**config.mk**
```make
export PLATFORM = sky130hd
export DESIGN_NAME = polar_gain_avg
export DESIGN_NICKNAME = d
export VERILOG_FILES = /design/src/rtl/polar_gain_avg_pkg.sv /design/src/rtl/polar_gain_avg_wrap.sv /design/src/rtl/polar_gain_avg.sv
export SDC_FILE = /design/constraint.sdc
export NUM_CORES = 2
export LEC_CHECK = 0
export CAP_MARGIN = 15
export CORE_MARGIN = 2
export CORE_UTILIZATION = 36
export CTS_BUF_LIST = sky130_fd_sc_hd__clkbuf_4 sky130_fd_sc_hd__clkbuf_8
export DETAILED_ROUTE_END_ITERATION = 12
export SYNTH_ARGS = -nofsm -noshare
export SYNTH_HDL_FRONTEND = slang
export SYNTH_SLANG_ARGS = --single-unit
```
**constraint.sdc**
```tcl
create_clock -name clk -period 12 [get_ports clk]
set_input_delay 2.4 -clock clk [delete_from_list [all_inputs] [get_ports clk]]
set_output_delay 2.4 -clock clk [all_outputs]
set_load 0.02 [all_outputs]
```
**src/rtl/polar_gain_avg_pkg.sv**
```systemverilog
// Shared constants and phase wrap rule for the polar gain/average block.
// Phase is signed degrees with a configurable number of fraction bits.
package polar_pkg;

  localparam int PH_FRAC_DEF = 22;
  localparam int GAIN_COMP_DEFAULT = 159189;

  localparam logic [31:0] PH_180 = 32'd180 << PH_FRAC_DEF;
  localparam logic [31:0] PH_360 = 32'd360 << PH_FRAC_DEF;

  function automatic logic signed [63:0] wrap_ph(
    input logic signed [63:0] d,
    input int                 frac
  );
    logic signed [63:0] h;
    logic signed [63:0] f;
    h = 64'sd180 <<< frac;
    f = 64'sd360 <<< frac;
    if (d >= h)
      wrap_ph = d - f;
    else if (d < -h)
      wrap_ph = d + f;
    else
      wrap_ph = d;
  endfunction

endpackage

```
**src/rtl/polar_gain_avg_wrap.sv**
```systemverilog
// Single +/-360 degree correction into [-180,180).
// Input must already lie within one turn of that range.
module phase_wrap
  import polar_pkg::*;
#(
  parameter int W    = 33,
  parameter int FRAC = 22
) (
  input  logic signed [W-1:0] d,
  output logic signed [W-1:0] q
);

  assign q = W'(wrap_ph(64'(d), FRAC));

endmodule

```
**src/rtl/polar_gain_avg.sv**
```systemverilog
// CORDIC gain removal and frame averaging of (mag, phase) pulses.
// Three-stage pipeline: compensate/diff, accumulate, finalize/output.
module polar_gain_avg
  import polar_pkg::*;
#(
  parameter int WIDTH_XY  = 32,
  parameter int WIDTH_PH  = 32,
  parameter int PH_FRAC   = 22,
  parameter int LOG2_NAVG = 2,
  parameter int GAIN_COMP = GAIN_COMP_DEFAULT
) (
  input  logic                       clk,
  input  logic                       rst,
  input  logic                       clr,
  input  logic                       i_vld,
  input  logic signed [WIDTH_XY-1:0] i_mag,
  input  logic signed [WIDTH_PH-1:0] i_phase,
  output logic                       o_vld,
  input  logic                       o_rdy,
  output logic        [WIDTH_XY-1:0] o_mag,
  output logic signed [WIDTH_PH-1:0] o_phase,
  output logic                       o_ovr
);

  localparam int L    = LOG2_NAVG;
  localparam int WD   = WIDTH_PH + 1;
  localparam int WA   = WIDTH_PH + L + 1;
  localparam int WM   = WIDTH_XY + L;
  localparam int WS   = WIDTH_PH + 2;
  localparam int WP   = WIDTH_XY + 18;
  localparam int HALF = 1 << (L - 1);

  logic [L-1:0] idx;
  logic         first;
  logic         last;

  assign first = (idx == '0);
  assign last  = (idx == '1);

  // stage 1 combinational
  logic [WIDTH_XY-1:0]        mag_c;
  logic [WP-1:0]              prod;
  logic [WIDTH_XY-1:0]        mag_g;
  logic signed [WIDTH_PH-1:0] ph_ref;
  logic signed [WD-1:0]       diff_raw;
  logic signed [WD-1:0]       diff_w;

  assign mag_c = i_mag[WIDTH_XY-1] ? '0 : i_mag;
  assign prod  = WP'(mag_c) * WP'(GAIN_COMP)
               + WP'(1 << 17);
  assign mag_g = WIDTH_XY'(prod >> 18);

  assign diff_raw = first ? '0
                  : WD'(i_phase) - WD'(ph_ref);

  phase_wrap #(.W(WD), .FRAC(PH_FRAC)) u_wrap_d (
    .d (diff_raw),
    .q (diff_w)
  );

  logic                       s1_vld;
  logic                       s1_first;
  logic                       s1_last;
  logic [WIDTH_XY-1:0]        s1_mag;
  logic signed [WD-1:0]       s1_diff;
  logic signed [WIDTH_PH-1:0] s1_ref;

  always_ff @(posedge clk) begin
    if (rst) begin
      idx      <= '0;
      ph_ref   <= '0;
      s1_vld   <= 1'b0;
      s1_first <= 1'b0;
      s1_last  <= 1'b0;
      s1_mag   <= '0;
      s1_diff  <= '0;
      s1_ref   <= '0;
    end else begin
      s1_vld <= i_vld;
      if (i_vld) begin
        idx      <= idx + 1'b1;
        s1_first <= first;
        s1_last  <= last;
        s1_mag   <= mag_g;
        s1_diff  <= diff_w;
        s1_ref   <= first ? i_phase : ph_ref;
        if (first)
          ph_ref <= i_phase;
      end
    end
  end

  // stage 2: the frame reference travels with the sums so the
  // next frame can start loading stage 1 without a stall
  logic [WM-1:0]              mag_acc;
  logic signed [WA-1:0]       ph_acc;
  logic signed [WIDTH_PH-1:0] acc_ref;
  logic                       frame_done;

  always_ff @(posedge clk) begin
    if (rst) begin
      mag_acc    <= '0;
      ph_acc     <= '0;
      acc_ref    <= '0;
      frame_done <= 1'b0;
    end else begin
      frame_done <= s1_vld & s1_last;
      if (s1_vld) begin
        acc_ref <= s1_ref;
        if (s1_first) begin
          mag_acc <= WM'(s1_mag);
          ph_acc  <= WA'(s1_diff);
        end else begin
          mag_acc <= mag_acc + WM'(s1_mag);
          ph_acc  <= ph_acc + WA'(s1_diff);
        end
      end
    end
  end

  // stage 3 combinational
  logic [WM-1:0]        mag_rnd;
  logic [WIDTH_XY-1:0]  mag_avg;
  logic signed [WA-1:0] ph_rnd;
  logic signed [WA-1:0] ph_mean;
  logic signed [WS-1:0] ph_sum;
  logic signed [WS-1:0] ph_wr;

  assign mag_rnd = mag_acc + WM'(HALF);
  assign mag_avg = WIDTH_XY'(mag_rnd >> L);
  assign ph_rnd  = ph_acc + WA'(HALF);
  assign ph_mean = ph_rnd >>> L;
  assign ph_sum  = WS'(acc_ref) + WS'(ph_mean);

  phase_wrap #(.W(WS), .FRAC(PH_FRAC)) u_wrap_o (
    .d (ph_sum),
    .q (ph_wr)
  );

  logic fire;
  logic take;

  assign fire = o_vld & o_rdy;
  assign take = frame_done & (~o_vld | o_rdy);

  always_ff @(posedge clk) begin
    if (rst) begin
      o_vld   <= 1'b0;
      o_mag   <= '0;
      o_phase <= '0;
      o_ovr   <= 1'b0;
    end else begin
      if (take) begin
        o_vld   <= 1'b1;
        o_mag   <= mag_avg;
        o_phase <= WIDTH_PH'(ph_wr);
      end else if (fire) begin
        o_vld <= 1'b0;
      end
      if (clr)
        o_ovr <= 1'b0;
      else if (frame_done & o_vld & ~o_rdy)
        o_ovr <= 1'b1;
    end
  end

endmodule

```
---- After elaboration in Yosys (flattened, before gate mapping) ----
Index checks and enable logic that the tools add are counted.
storage, ports and cells
  bits in registers ....................... 270
  bits in latches ......................... 0
  bits in writable memories ............... 0
  ROM bits ................................ 0
  input bits .............................. 69
  output and inout bits ................... 66
  logic and storage cells ................. 56
  memories kept ........................... 0
cells by class
  add/sub/neg operators ................... 12
  multipliers ............................. 1
  div/mod/pow operators ................... 0
  order comparisons ....................... 4
  equality and inequality tests ........... 1
  shift operators ......................... 0
  multiplexer cells ....................... 11
  bitwise logic cells ..................... 8
  reduce and logical (&&, ||, !) cells .... 4
operators by type and width
  kind                      number
  $mux W33                  3
  $mux W32                  3
  $add A49 B18 Y50 const B  1
  $mul A31 B18 Y49 const B  1
  $add A35 B3 Y35 const B   1
  $add A35 B33 Y35          1
  $mux W35                  1
  $add A32 B33 Y34          1
  $add A34 B2 Y34 const B   1
  $add A34 B32 Y34          1
  $ge A34 B31 Y1 const B    1
  $lt A34 B31 Y1 const B    1
  $mux W34                  1
  $add A33 B32 Y33 const B  1
  $ge A33 B31 Y1 const B    1
  $lt A33 B31 Y1 const B    1
  $sub A32 B32 Y33          1
  $sub A33 B32 Y33 const B  1
  $add A32 B32 Y32 const B  1
  $sub A32 B32 Y32 const B  1
  $mux W31                  1
  $and A1 B1 Y1             5
  $add A2 B1 Y2 const B     1
  $eq A2 B2 Y1 const B      1
  other kinds (7)           9

---- Longest topological paths before layout ----
  depth in word-level cells ............... 5
  mapped depth ............................ 29
  mapped depth without buffers ............ 27

---- By module ----
From an unflattened synthesis, not the netlist that was laid out.
second synthesis, totals
  cells, all modules ...................... 3559
  area total of the unflattened synthesis .. 30073.8 um^2
modules (own cells, without submodules)
  module                 times used  cells an instance  area each (um^2)  seq. area each (um^2)
  polar_gain_avg         1           3377               28631.2           5405.2
  phase_wrap (u_wrap_d)  1           92                 767.0             0.0
  phase_wrap (u_wrap_o)  1           90                 675.6             0.0

---- Least setup slack after synthesis ----
Ideal clock, no wire load.
  kind .................................... input to register
  start point ............................. in i_mag[31]
  end point ............................... reg s1_mag[31]
  library setup time ...................... 0.121 ns
  arrival ................................. 9.050 ns
  required time ........................... 11.879 ns
  setup slack ............................. 2.828 ns
  stages on the path ...................... 26
  buffers on the path ..................... 2
  cell sequence ........................... clkbuf_1 > clkbuf_1 > nor2b_1 > inv_1 > fa_1 > fa_1 > fa_1 > fa_1 > inv_1 > fa_1 > inv_1 > fa_1 > inv_1 > ha_1 > a211oi_1 > nand2_1 > a2111o_1 > a2111o_1 > a21oi_1 > o21a_1 > o2111ai_1 > a31o_2 > a21oi_1 > o21bai_1 > a21oi_1 > o21ai_0
on the way
  longest elaborated chain between the ends .. 3
ends and longest elaborated chain
  what                    line                  text
  start: declaration      polar_gain_avg.sv:16  input logic signed [WIDTH_XY-1:0] i_mag,
  $mux W31                polar_gain_avg.sv:48  assign mag_c = i_mag[WIDTH_XY-1] ? '0 : i_mag;
  $mul A31 B18 Y49        polar_gain_avg.sv:49  assign prod = WP'(mag_c) * WP'(GAIN_COMP)
  $add A49 B18 Y50        polar_gain_avg.sv:50  + WP'(1 << 17);
  end signal: assignment  polar_gain_avg.sv:84  s1_mag <= mag_g;
  end: declaration        polar_gain_avg.sv:64  logic [WIDTH_XY-1:0] s1_mag;
No other way between the ends.
A chain may end at the register's enable or synchronous reset.

---- Final worst setup path ----
Same ends and word-level chain as after synthesis.

==> flow_metrics.py <==
metrics = {
    "global_route": {
        "grt_pass1_wl_mm": 129,
        "grt_max_degree": 109,
        "grt_remaining_overflow": 0,
        "first_global_vias": 24000,
        "antenna_found_initial": 1,
        "track_usage_pct": 18.6,
    },
    "timing": {
        "slew_headroom_pct": 25.7,
        "timing.final.crit_share_pct": 81.6,
        "finalHoldViolations": 0,
        "max_freq_mhz": 102,
        "setup_violations": 0,
        "tns_ns": 0,
        "worst_slack_ns": 2.21,
        "rsz0062_at_grt": "no",
        "slew_violations": 0,
        "min_period_ns": 9.79,
        "worstMarginPinSlew_ns": 1.11,
        "fin_worst_skew_ns": 0.0159,
    },
    "clocking": {
        "clockBufferDepth": 3,
        "clk_latency_ns": 0.64,
        "root_buffer": "clkbuf_8",
        "cts_resized": 0,
        "path_clk_slew_ns": 0.05,
        "cts_buffers": 51,
        "htreeDepth": 2,
        "clock_sinks": 270,
        "tritoncts": "built",
        "cts_setup_buffers": 0,
        "cts_hold_buf": 0,
    },
    "yosys": {
        "synth_cell_type_count": 105,
        "ys_seq_elements": 270,
        "synth_area_leaders": "dfxtp_1 18%, fa_1 16%, ha_1 16%",
        "synth_top_area_cell": "dfxtp_1",
        "syn_avg_cell_area_um2": 8.37,
        "syn_inst": 3558,
        "synth-async-reset-ratio_pct": 0,
        "synth_edf_count": 0,
        "synthesis.area_mm2": 0.0298,
        "yosysSeqAreaShare_pct": 18.1,
        "yosys_warnings": 0,
        "ys.flop_type": "dfxtp_1",
        "syn_nets": 4246,
        "synth_top_area_share_pct": 18.1,
    },
    "finish": {
        "seqCellArea_mm2": 0.00541,
        "area_delta_synth_final_pct": 11.3,
        "multi_input_area_mm2": 0.0221,
        "drive_gt1_share_pct": 4.91,
        "stdcell_count": 4735,
        "layout.nets": 4313,
        "nFillCells": 8384,
    },
    "die": {
        "die_h_um": 292,
        "num_rows": 105,
        "initial_core_util_pct": 36.3,
        "io_pins": 135,
        "core_area_mm2": 0.0820,
        "die_area_mm2": 0.0850,
        "die_w_um": 292,
    },
    "pwr": {
        "power_density_mw_per_mm2": 163,
        "p_sw_mw": 2.40,
        "power.internal_mw": 2.99,
        "total_power_mw": 5.39,
        "combPwrFrac_pct": 62.0,
        "peakVddDrop_v": 0.000144,
        "p_sw_share_pct": 44.6,
        "p_seq_share_pct": 19.7,
        "cellLeakagePower_nw": 14.9,
        "p_clk_share_pct": 18.3,
    },
    "outcome": {
        "outcome": "finished, final reports clean",
    },
    "placed_design": {
        "gp_congestion": 0.911,
        "place.port_buffers": 134,
        "pre_cts_slack_ns": 1.47,
        "post-place-cells": 4642,
        "place_hpwl_mm": 63.2,
    },
    "setup_path": {
        "rrSetupSlack_ns": 6.50,
        "endpoint_kind": "register",
        "rr_startpoint": "ph_acc[5]",
        "rr_worst_depth": 21,
        "path_max_fanout": 51,
        "startpoint_type": "input pin",
        "critical_path_class": "input pin to register",
        "required_ns": 12.48,
        "r2r_end": "o_phase[26]",
        "arrival_ns": 10.27,
    },
    "routing": {
        "drc_errors": 0,
        "routedWlPerCell_um": 16.7,
        "drtPass1Iterations": 5,
        "ant_nets": 0,
        "drtIter0Drc": 1282,
        "viasPerCell": 5.10,
        "routed_wl_mm": 79.0,
        "vias": 24200,
    },
    "hold_path": {
        "worstHoldStart": "o_phase[11]",
        "hold_depth": 2,
        "hold_end": "o_phase[11]",
        "hold_class": "register to register",
    },
    "job": {
        "max-cap-violations": 0,
    },
}
==> logic make-up after synthesis <==
kind of cell	synth area share, %
buffers and inverters	7.54
and+or+nand+nor	16.0
AOI/OAI and AO/OA	17.3
adders and majority gates	32.2
muxes	2.64
xor gates and xnor gates	6.14
DFF	18.1
==> cells in the mapped netlist, types with 6 or more instances <==
library cell,count
clkbuf_1,107
nor2b_1,43
a31oi_1,19
nand3_1,58
a2bb2oi_1,6
a211o_1,9
o21ai_1,12
xor2_1,68
o2111ai_1,7
and2_1,21
xnor2_1,139
nand2_1,355
o21a_1,16
nand2b_1,50
o221ai_1,9
o211ai_1,43
a311oi_1,32
and4_1,10
a22oi_1,12
nor4_1,7
ha_1,374
nor2_1,320
mux2_2,6
o31ai_1,6
or3_1,18
a21o_1,90
dfxtp_1,270
nor3b_1,6
a21oi_1,215
and3_1,34
o21bai_1,17
nor3_1,35
nand4_1,38
a22o_1,6
buf_1,16
inv_1,443
a211oi_1,58
o22ai_1,6
a21boi_0,8
buf_2,6
or2_2,7
fa_1,245
mux2i_1,69
o21ai_0,137
==> cell usage in the layout, fill, tap and decap left out, drive strengths merged, types with 19 or more instances in the layout <==
master,n
fa,245
inv,447
a31oi,19
a21o,92
a21oi,218
o21ai,151
mux2i,70
and3,34
xor2,68
nor3,37
a311oi,33
clkdlybuf4s50,132
ha,374
o211ai,45
a211oi,62
nand2,355
nor2b,44
nor2,320
dfxtp,270
or3,20
nand2b,51
clkbuf,80
xnor2,140
nand4,39
and2,22
nand3,58
==> metal layers <==
metal / wire [um] / track usage (%) / up-vias / part of all wire, %
met5: 0 / 0 / - / 0
met3: 3080 / 2.21 / 94 / 3.9
met1: 36700 / 24.4 / 11400 / 46
met2: 37300 / 32.5 / 432 / 47
met4: 1950 / 4.71 / 0 / 2.5
li1: - / - / 12200 / -
==> power by group through the flow <==
stage	registers, mW	clock network [mW]	logic (mW)
2_1_floorplan	1.04	0	2.71
3_3_place_gp	1.08	0	3.32
3_5_place_dp	1.08	0	3.36
4_1_cts	1.06	1.02	3.39
5_1_grt	1.07	1.06	3.89
6_report	1.06	0.986	3.34
==> sequential cells by signal, indices dropped and copies added, names as in the netlist <==
register,flops
ph_acc,35
s1_last,1
s1_ref,32
o_mag,32
acc_ref,32
s1_mag,32
idx,2
o_vld,1
o_ovr,1
s1_first,1
s1_vld,1
frame_done,1
o_phase,32
mag_acc,34
s1_diff,33
==> how the worst max path moves through the flow <==
stage          slack [ns]  startpoint    endpoint
4_1_cts              2.16   i_mag[31]  s1_mag[31]
3_3_place_gp         1.59   i_mag[31]  s1_mag[31]
3_5_place_dp         1.47   i_mag[31]  s1_mag[31]
2_1_floorplan        2.83   i_mag[31]  s1_mag[31]
5_1_grt              1.62   i_mag[31]  s1_mag[31]
6_report             2.21   i_mag[31]  s1_mag[31]
==> worst max-delay path: stages <==
cell             delay, ns
clkdlybuf4s50_1       0.41
buf_4                 0.27
nor2b_1               0.51
inv_1                 0.27
fa_1                  0.62
fa_1                  0.45
fa_1                  0.44
fa_1                  0.55
inv_1                 0.05
fa_1                  0.48
inv_1                 0.05
fa_1                  0.52
inv_1                 0.04
ha_1                  0.33
a211oi_1              0.22
nand2_1               0.12
a2111o_1              0.35
a2111o_1              0.41
a21oi_1               0.43
o21a_1                0.28
o2111ai_1             0.20
a31o_2                0.29
a21oi_1               0.22
o21bai_1              0.12
a21oi_1               0.14
o21ai_0               0.08
==> stage by stage <==
step / utilization [%] / cell area, um2 / hold WS [ns]
2_1_floorplan: - / 29800 / 0.443
3_3_place_gp: 39.1 / 32000 / 0.439
3_5_place_dp: 39.1 / 32000 / 0.444
4_1_cts: 40.4 / 33100 / 0.450
5_1_grt: 40.4 / 33100 / 0.462
6_report: 40.4 / 33100 / 0.446
==> cell type report <==
cell class                      count  share of cell area (%)
Timing Repair Buffer              150                    4.40
Sequential cell                   270                    16.3
Inverter                          446                    5.05
Tap cell                         1070                    4.04
Multi-Input combinational cell   2706                    66.8
Clock inverter                     13                   0.336
Antenna cell                        1                 0.00755
Clock buffer                       79                    3.03
No activity file was read; power rests on OpenSTA's default activity.
